[src/rtl/ysyx_24100006_exeu_md.sv]
// RV M-extension execute unit: multi-cycle multiply and restoring divide, with
// a zero-latency bypass that forwards the external ALU result for non-M ops.
module ysyx_24100006_exeu_md #(
  parameter int XLEN    = 32,
  parameter int MUL_LAT = 1
) (
  input  logic            clk,
  input  logic            reset,
  input  logic            in_valid,
  output logic            in_ready,
  output logic            out_valid,
  input  logic            out_ready,
  input  logic            flush,
  input  logic            is_m,
  input  logic [2:0]      funct3,
  input  logic [XLEN-1:0] a,
  input  logic [XLEN-1:0] b,
  input  logic [XLEN-1:0] alu_result_i,
  input  logic [3:0]      rd_i,
  input  logic            gpr_we_i,
  output logic [3:0]      rd_o,
  output logic            gpr_we_o,
  output logic [XLEN-1:0] result,
  output logic            busy,
  output logic [1:0]      dbg_state
);

  // Handshake: a transfer happens on a rising edge where valid && ready are both
  // high; valid never depends on ready, and flush suppresses both for that cycle.

  localparam int CW = $clog2(XLEN) + 1;
  localparam logic [XLEN-1:0] MSB_ONLY = {1'b1, {(XLEN-1){1'b0}}};

  typedef enum logic [1:0] {
    S_IDLE = 2'd0,
    S_MUL  = 2'd1,
    S_DIV  = 2'd2,
    S_DONE = 2'd3
  } state_t;

  state_t          r_state;
  state_t          w_state_nxt;
  logic [2:0]      r_op;
  logic [XLEN-1:0] r_a;
  logic [XLEN-1:0] r_b;
  logic [XLEN-1:0] r_rem;
  logic [XLEN-1:0] r_result;
  logic [3:0]      r_rd;
  logic            r_we;
  logic [CW-1:0]   r_cnt;
  logic            r_neg_q;
  logic            r_neg_r;
  logic            r_special;

  logic            w_accept;
  logic            w_bypass;

  // Divide operand preparation at accept time
  logic            w_a_neg;
  logic            w_b_neg;
  logic [XLEN-1:0] w_a_mag;
  logic [XLEN-1:0] w_b_mag;
  logic            w_div0;
  logic            w_ovf;
  logic [XLEN-1:0] w_spec_res;

  // Multiplier
  logic [2:0]        w_mul_op;
  logic [XLEN-1:0]   w_mul_a;
  logic [XLEN-1:0]   w_mul_b;
  logic              w_mul_sa;
  logic              w_mul_sb;
  logic [2*XLEN-1:0] w_mul_ax;
  logic [2*XLEN-1:0] w_mul_bx;
  logic [2*XLEN-1:0] w_prod;
  logic [XLEN-1:0]   w_mul_res;

  // Restoring divide step
  logic [XLEN:0]   w_rem_sh;
  logic [XLEN:0]   w_diff;
  logic            w_q_bit;
  logic [XLEN-1:0] w_rem_nxt;
  logic [XLEN-1:0] w_quo_nxt;
  logic [XLEN-1:0] w_div_res;

  assign w_accept = reset && !flush && (r_state == S_IDLE) && is_m && in_valid;
  assign w_bypass = reset && (r_state == S_IDLE) && !is_m;

  assign w_a_neg    = !funct3[0] && a[XLEN-1];
  assign w_b_neg    = !funct3[0] && b[XLEN-1];
  assign w_a_mag    = w_a_neg ? (~a + 1'b1) : a;
  assign w_b_mag    = w_b_neg ? (~b + 1'b1) : b;
  assign w_div0     = (b == '0);
  assign w_ovf      = !funct3[0] && (a == MSB_ONLY) && (&b);
  assign w_spec_res = w_div0 ? (funct3[1] ? a : '1) : (funct3[1] ? '0 : a);

  // In IDLE the product is taken straight from the inputs (single-cycle case)
  assign w_mul_op  = (r_state == S_IDLE) ? funct3 : r_op;
  assign w_mul_a   = (r_state == S_IDLE) ? a : r_a;
  assign w_mul_b   = (r_state == S_IDLE) ? b : r_b;
  assign w_mul_sa  = (w_mul_op[1:0] == 2'b01) || (w_mul_op[1:0] == 2'b10);
  assign w_mul_sb  = (w_mul_op[1:0] == 2'b01);
  assign w_mul_ax  = {{XLEN{w_mul_sa && w_mul_a[XLEN-1]}}, w_mul_a};
  assign w_mul_bx  = {{XLEN{w_mul_sb && w_mul_b[XLEN-1]}}, w_mul_b};
  assign w_prod    = w_mul_ax * w_mul_bx;
  assign w_mul_res = (w_mul_op[1:0] == 2'b00) ? w_prod[XLEN-1:0] : w_prod[2*XLEN-1:XLEN];

  // r_a holds the dividend magnitude shifting out MSB-first while quotient bits shift in
  assign w_rem_sh  = {r_rem, r_a[XLEN-1]};
  assign w_diff    = w_rem_sh - {1'b0, r_b};
  assign w_q_bit   = !w_diff[XLEN];
  assign w_rem_nxt = w_q_bit ? w_diff[XLEN-1:0] : w_rem_sh[XLEN-1:0];
  assign w_quo_nxt = {r_a[XLEN-2:0], w_q_bit};
  assign w_div_res = r_op[1] ? (r_neg_r ? (~w_rem_nxt + 1'b1) : w_rem_nxt)
                             : (r_neg_q ? (~w_quo_nxt + 1'b1) : w_quo_nxt);

  always_ff @(posedge clk or negedge reset) begin
    if (!reset) begin
      r_state <= S_IDLE;
    end else begin
      r_state <= w_state_nxt;
    end
  end

  always_comb begin
    w_state_nxt = r_state;
    case (r_state)
      S_IDLE: begin
        if (w_accept) begin
          if (funct3[2]) begin
            w_state_nxt = S_DIV;
          end else if (MUL_LAT == 1) begin
            w_state_nxt = S_DONE;
          end else begin
            w_state_nxt = S_MUL;
          end
        end
      end
      S_MUL:   if (r_cnt == '0) w_state_nxt = S_DONE;
      S_DIV:   if (r_special || (r_cnt == CW'(1))) w_state_nxt = S_DONE;
      S_DONE:  if (out_ready) w_state_nxt = S_IDLE;
      default: w_state_nxt = S_IDLE;
    endcase
    if (flush) w_state_nxt = S_IDLE;
  end

  always_ff @(posedge clk or negedge reset) begin
    if (!reset) begin
      r_op      <= '0;
      r_a       <= '0;
      r_b       <= '0;
      r_rem     <= '0;
      r_result  <= '0;
      r_rd      <= '0;
      r_we      <= 1'b0;
      r_cnt     <= '0;
      r_neg_q   <= 1'b0;
      r_neg_r   <= 1'b0;
      r_special <= 1'b0;
    end else if (w_accept) begin
      r_op  <= funct3;
      r_rd  <= rd_i;
      r_we  <= gpr_we_i;
      r_rem <= '0;
      if (funct3[2]) begin
        r_a       <= w_a_mag;
        r_b       <= w_b_mag;
        r_cnt     <= CW'(XLEN);
        r_neg_q   <= w_a_neg ^ w_b_neg;
        r_neg_r   <= w_a_neg;
        r_special <= w_div0 || w_ovf;
        r_result  <= w_spec_res;
      end else begin
        r_a       <= a;
        r_b       <= b;
        r_cnt     <= CW'(MUL_LAT - 1);
        r_neg_q   <= 1'b0;
        r_neg_r   <= 1'b0;
        r_special <= 1'b0;
        r_result  <= w_mul_res;
      end
    end else if (!flush) begin
      case (r_state)
        S_MUL: begin
          if (r_cnt == '0) begin
            r_result <= w_mul_res;
          end else begin
            r_cnt <= r_cnt - 1'b1;
          end
        end
        S_DIV: begin
          if (!r_special) begin
            r_a   <= w_quo_nxt;
            r_rem <= w_rem_nxt;
            r_cnt <= r_cnt - 1'b1;
            if (r_cnt == CW'(1)) r_result <= w_div_res;
          end
        end
        default: ;
      endcase
    end
  end

  always_comb begin
    in_ready  = 1'b0;
    out_valid = 1'b0;
    if (reset && !flush) begin
      case (r_state)
        S_IDLE: begin
          in_ready  = is_m ? 1'b1 : out_ready;
          out_valid = is_m ? 1'b0 : in_valid;
        end
        S_DONE:  out_valid = 1'b1;
        default: ;
      endcase
    end
  end

  assign result    = w_bypass ? alu_result_i : r_result;
  assign rd_o      = w_bypass ? rd_i : r_rd;
  assign gpr_we_o  = w_bypass ? gpr_we_i : r_we;
  assign busy      = (r_state != S_IDLE);
  assign dbg_state = r_state;

endmodule

[config.mk]
export PLATFORM = sky130hd
export DESIGN_NAME = ysyx_24100006_exeu_md
export DESIGN_NICKNAME = d
export VERILOG_FILES = /design/src/rtl/ysyx_24100006_exeu_md.sv
export SDC_FILE = /design/constraint.sdc
export NUM_CORES = 2
export LEC_CHECK = 0
export BUFFER_PORTS_ARGS = -buffer_cell sky130_fd_sc_hd__buf_2
export CORE_MARGIN = 1.5
export CORE_UTILIZATION = 35
export DETAILED_ROUTE_END_ITERATION = 8
export PLACE_DENSITY_LB_ADDON = 0.15
export SLEW_MARGIN = 20
export SYNTH_ARGS = -nofsm -noshare
export SYNTH_HDL_FRONTEND = slang
export SYNTH_SLANG_ARGS = --single-unit
[constraint.sdc]
create_clock -name clk -period 23.1 [get_ports clk]
set_input_delay 5.775 -clock clk [delete_from_list [all_inputs] [get_ports clk]]
set_output_delay 5.775 -clock clk [all_outputs]
set_load 0.02 [all_outputs]
==> out/metrics.yaml <==
clocking:
  htreeDepth: 4
  cts_hold_buffers: 0
  post_cts_resized: 0
  cts_sinks: 146
  numCtsBuffers: 17
  clk_latency_ns: 0.47
  post-cts-setup-buffer-count: 0
  clockRootBuffer: "clkbuf_16"
  clk_path_buf_depth: 2
  cts_tree: "done"
  path_clk_slew_ns: 0.07
timing:
  setup_ws_ns: 7.19
  finalSetupViolCount: 0
  tightest_slew_ns: 1.16
  maxSlewViolCount: 0
  period_needed_ns: 15.91
  fin_crit_sh_pct: 68.9
  rsz0062_at_grt: "no"
  max_freq_ghz: 0.0629
  maxSlewHeadroom_pct: 21.1
  hold_violations: 0
  fin_hold_ws_ns: 0.477
  fin_skew_ns: 0.0170
  fin_setup_tns_ns: 0
routing:
  antenna_left: 0
  firstDrtPassIters: 5
  avgViaCountPerCell: 5.29
  totalWireLength_mm: 200
  drc: 0
  vias: 42500
  drt_iter0_drc: 3337
  post_drt_wl_per_cell_um: 24.9
placement:
  placed_area_um2: 54700
  place_congestion: 0.945
  hpwl_mm: 161
  dp_slack_ns: 6.77
  io_buffers: 151
global_routing:
  grt_max_degree: 99
  grt_usage_pct: 26.9
  grt_pass1_wl_mm: 297
  antenna_found_initial: 29
  grt_pass1_vias: 43700
  grt-ovfl-total: 0
synth:
  yosysTopAreaCell: "fa_1"
  mappedNetlistArea_um2: 51500
  ys_warn_count: 0
  syn_area_per_cell_um2: 8.43
  netlist.area_leader.share_pct: 43.8
  synth_enable_flop_cells: 0
  synth_area_leaders: "fa_1 44%, inv_1 9.2%, nand2_1 7.8%, dfrtp_1 7.1%, ha_1 6.3%"
  syn_nets: 7603
  syn_inst: 6108
  synthArstFlopShare_pct: 100
  ys_seq_elements: 146
  ys.flop_type: "dfrtp_1"
  synth.distinct_cells: 87
  ys_seq_area_share_pct: 7.10
job:
  drv_cap: 0
worst_setup_path:
  cp_max_fo: 22
  path_delay_family: "adder cells"
  worstPathArrival_ns: 16.31
  crit_path_start_kind: "input pin"
  crit_path_frequent_cell: "fa_1"
  crit_slowest_cell: "fa_1"
  timing.critical_path.required_ns: 23.50
  path_class: "in -> reg"
  slowest_delay_ns: 0.91
  cp-end-kind: "flip-flop"
  worst-path-buf-inv: 9
final_layout:
  syn2layout_area_growth_pct: 7.43
  finalInstanceArea_um2: 55300
  nets: 7576
  drive_gt1_share_pct: 7.91
die:
  die-width_um: 387
  ios: 152
  die-area_um2: 149000
  coreArea_um2: 146000
  placementRows: 140
  start_util_pct: 35.3
  fp.dieH_um: 387
run_status:
  outcome: "complete, no violations"
hold_path:
  hold_class: "reg -> reg"
[sequential cells by signal, indices dropped and copies added, names as in the netlist]
name / count
r_neg_r: 1
r_rd: 4
r_rem: 32
r_special: 1
r_neg_q: 1
r_op: 2
r_we: 1
r_a: 32
dbg_state: 2
r_b: 32
r_cnt: 6
r_result: 32
[metrics by stage]
| step | utilization, % | instances |
|---|---|---|
| 2_1_floorplan | - | 6108 |
| 3_3_place_gp | 37.5 | 7979 |
| 3_5_place_dp | 37.5 | 7979 |
| 4_1_cts | 37.9 | 8010 |
| 5_1_grt | 37.9 | 8011 |
| 6_report | 37.9 | 8021 |
[Yosys cell counts (10+ instances only)]
master	instances
a211oi_1	39
a21boi_0	17
a21o_1	37
a21oi_1	204
a221oi_1	14
a22o_1	11
a31oi_1	19
and2_1	40
and3_1	10
buf_1	20
clkbuf_1	290
dfrtp_1	146
fa_1	1126
ha_1	259
inv_1	1263
mux2_2	76
mux2i_1	70
nand2_1	1066
nand2b_1	25
nand3_1	42
nand4_1	28
nor2_1	452
nor2b_1	14
nor3_1	48
nor4_1	23
o211ai_1	19
o21a_1	17
o21ai_0	265
o21ai_1	22
o21bai_1	11
o31ai_1	41
o41ai_1	13
or3_1	24
xnor2_1	110
xor2_1	80
[layout make-up]
cell class | count | area [um^2]
Antenna cell | 11 | 27.5
Tap cell | 1917 | 2400
Clock inverter | 8 | 100
Clock buffer | 23 | 498
Fill cell | 15200 | 90400
Multi-Input combinational cell | 4373 | 42200
Inverter | 1265 | 4750
Sequential cell | 146 | 3650
Timing Repair Buffer | 278 | 1720
[placed cells by master, fill, tap and decap left out, types with 22 or more instances in the layout]
master	n
o31ai_1	41
nor2_1	447
xnor2_1	110
xor2_1	80
nor3_1	48
buf_2	150
fa_1	1126
dfrtp_1	146
buf_4	127
nor4_1	22
mux2_2	76
or3_1	24
mux2i_1	49
a21oi_1	204
o21ai_0	252
a211oi_1	39
nand2b_1	25
inv_1	1263
and2_1	40
a21o_1	36
ha_1	256
nand3_1	41
nand2_1	1066
nand4_1	28
[final timing paths]
| path | start | endpoint | slack (ns) | cells past startpoint |
|---|---|---|---|---|
| max | a[31] | r_result[31]$_DFFE_PN0P_ | 7.19 | 35 |
| min | r_rd[0]$_DFFE_PN0P_ | r_rd[0]$_DFFE_PN0P_ | 0.48 | 2 |
| max reg2reg | dbg_state[0]$_DFFE_PN0P_ | r_result[31]$_DFFE_PN0P_ | 11.14 | 37 |
| min reg2reg | r_rd[0]$_DFFE_PN0P_ | r_rd[0]$_DFFE_PN0P_ | 0.48 | 2 |
| max in group asynchronous | reset | r_a[21]$_DFFE_PN0P_ | 16.59 | 2 |
| min in group asynchronous | reset | r_result[8]$_DFFE_PN0P_ | 5.22 | 1 |
[layer usage]
metal	global-route usage, %	vias up	routed length, um
li1	-	18600	-
met1	38.3	22200	89200
met2	41.8	1373	89400
met3	4.31	223	14200
met4	8.08	18	6870
met5	0	-	126
[cells by family after synthesis]
group                    count (synthesis)  share of synthesized area [%]
adder cells (fa/ha/maj)               1386                           50.1
XOR/XNOR                               190                           3.23
multiplexers                           146                           3.02
AND/OR/NAND/NOR                       1825                           14.8
AO/OA/AOI/OAI                          826                           10.1
buffers and inverters                 1589                           11.7
flip-flops                             146                           7.10
[worst min-delay path: cells and delay by family, from the launching register on]
kind | cells | cell delay [ns]
DFF | 1 | 0.34
and+or+nand+nor | 2 | 0.10
Power is left out: the tool's default activity adds up to more than one toggle a clock period on the data nets, which glitch-free logic cannot reach.
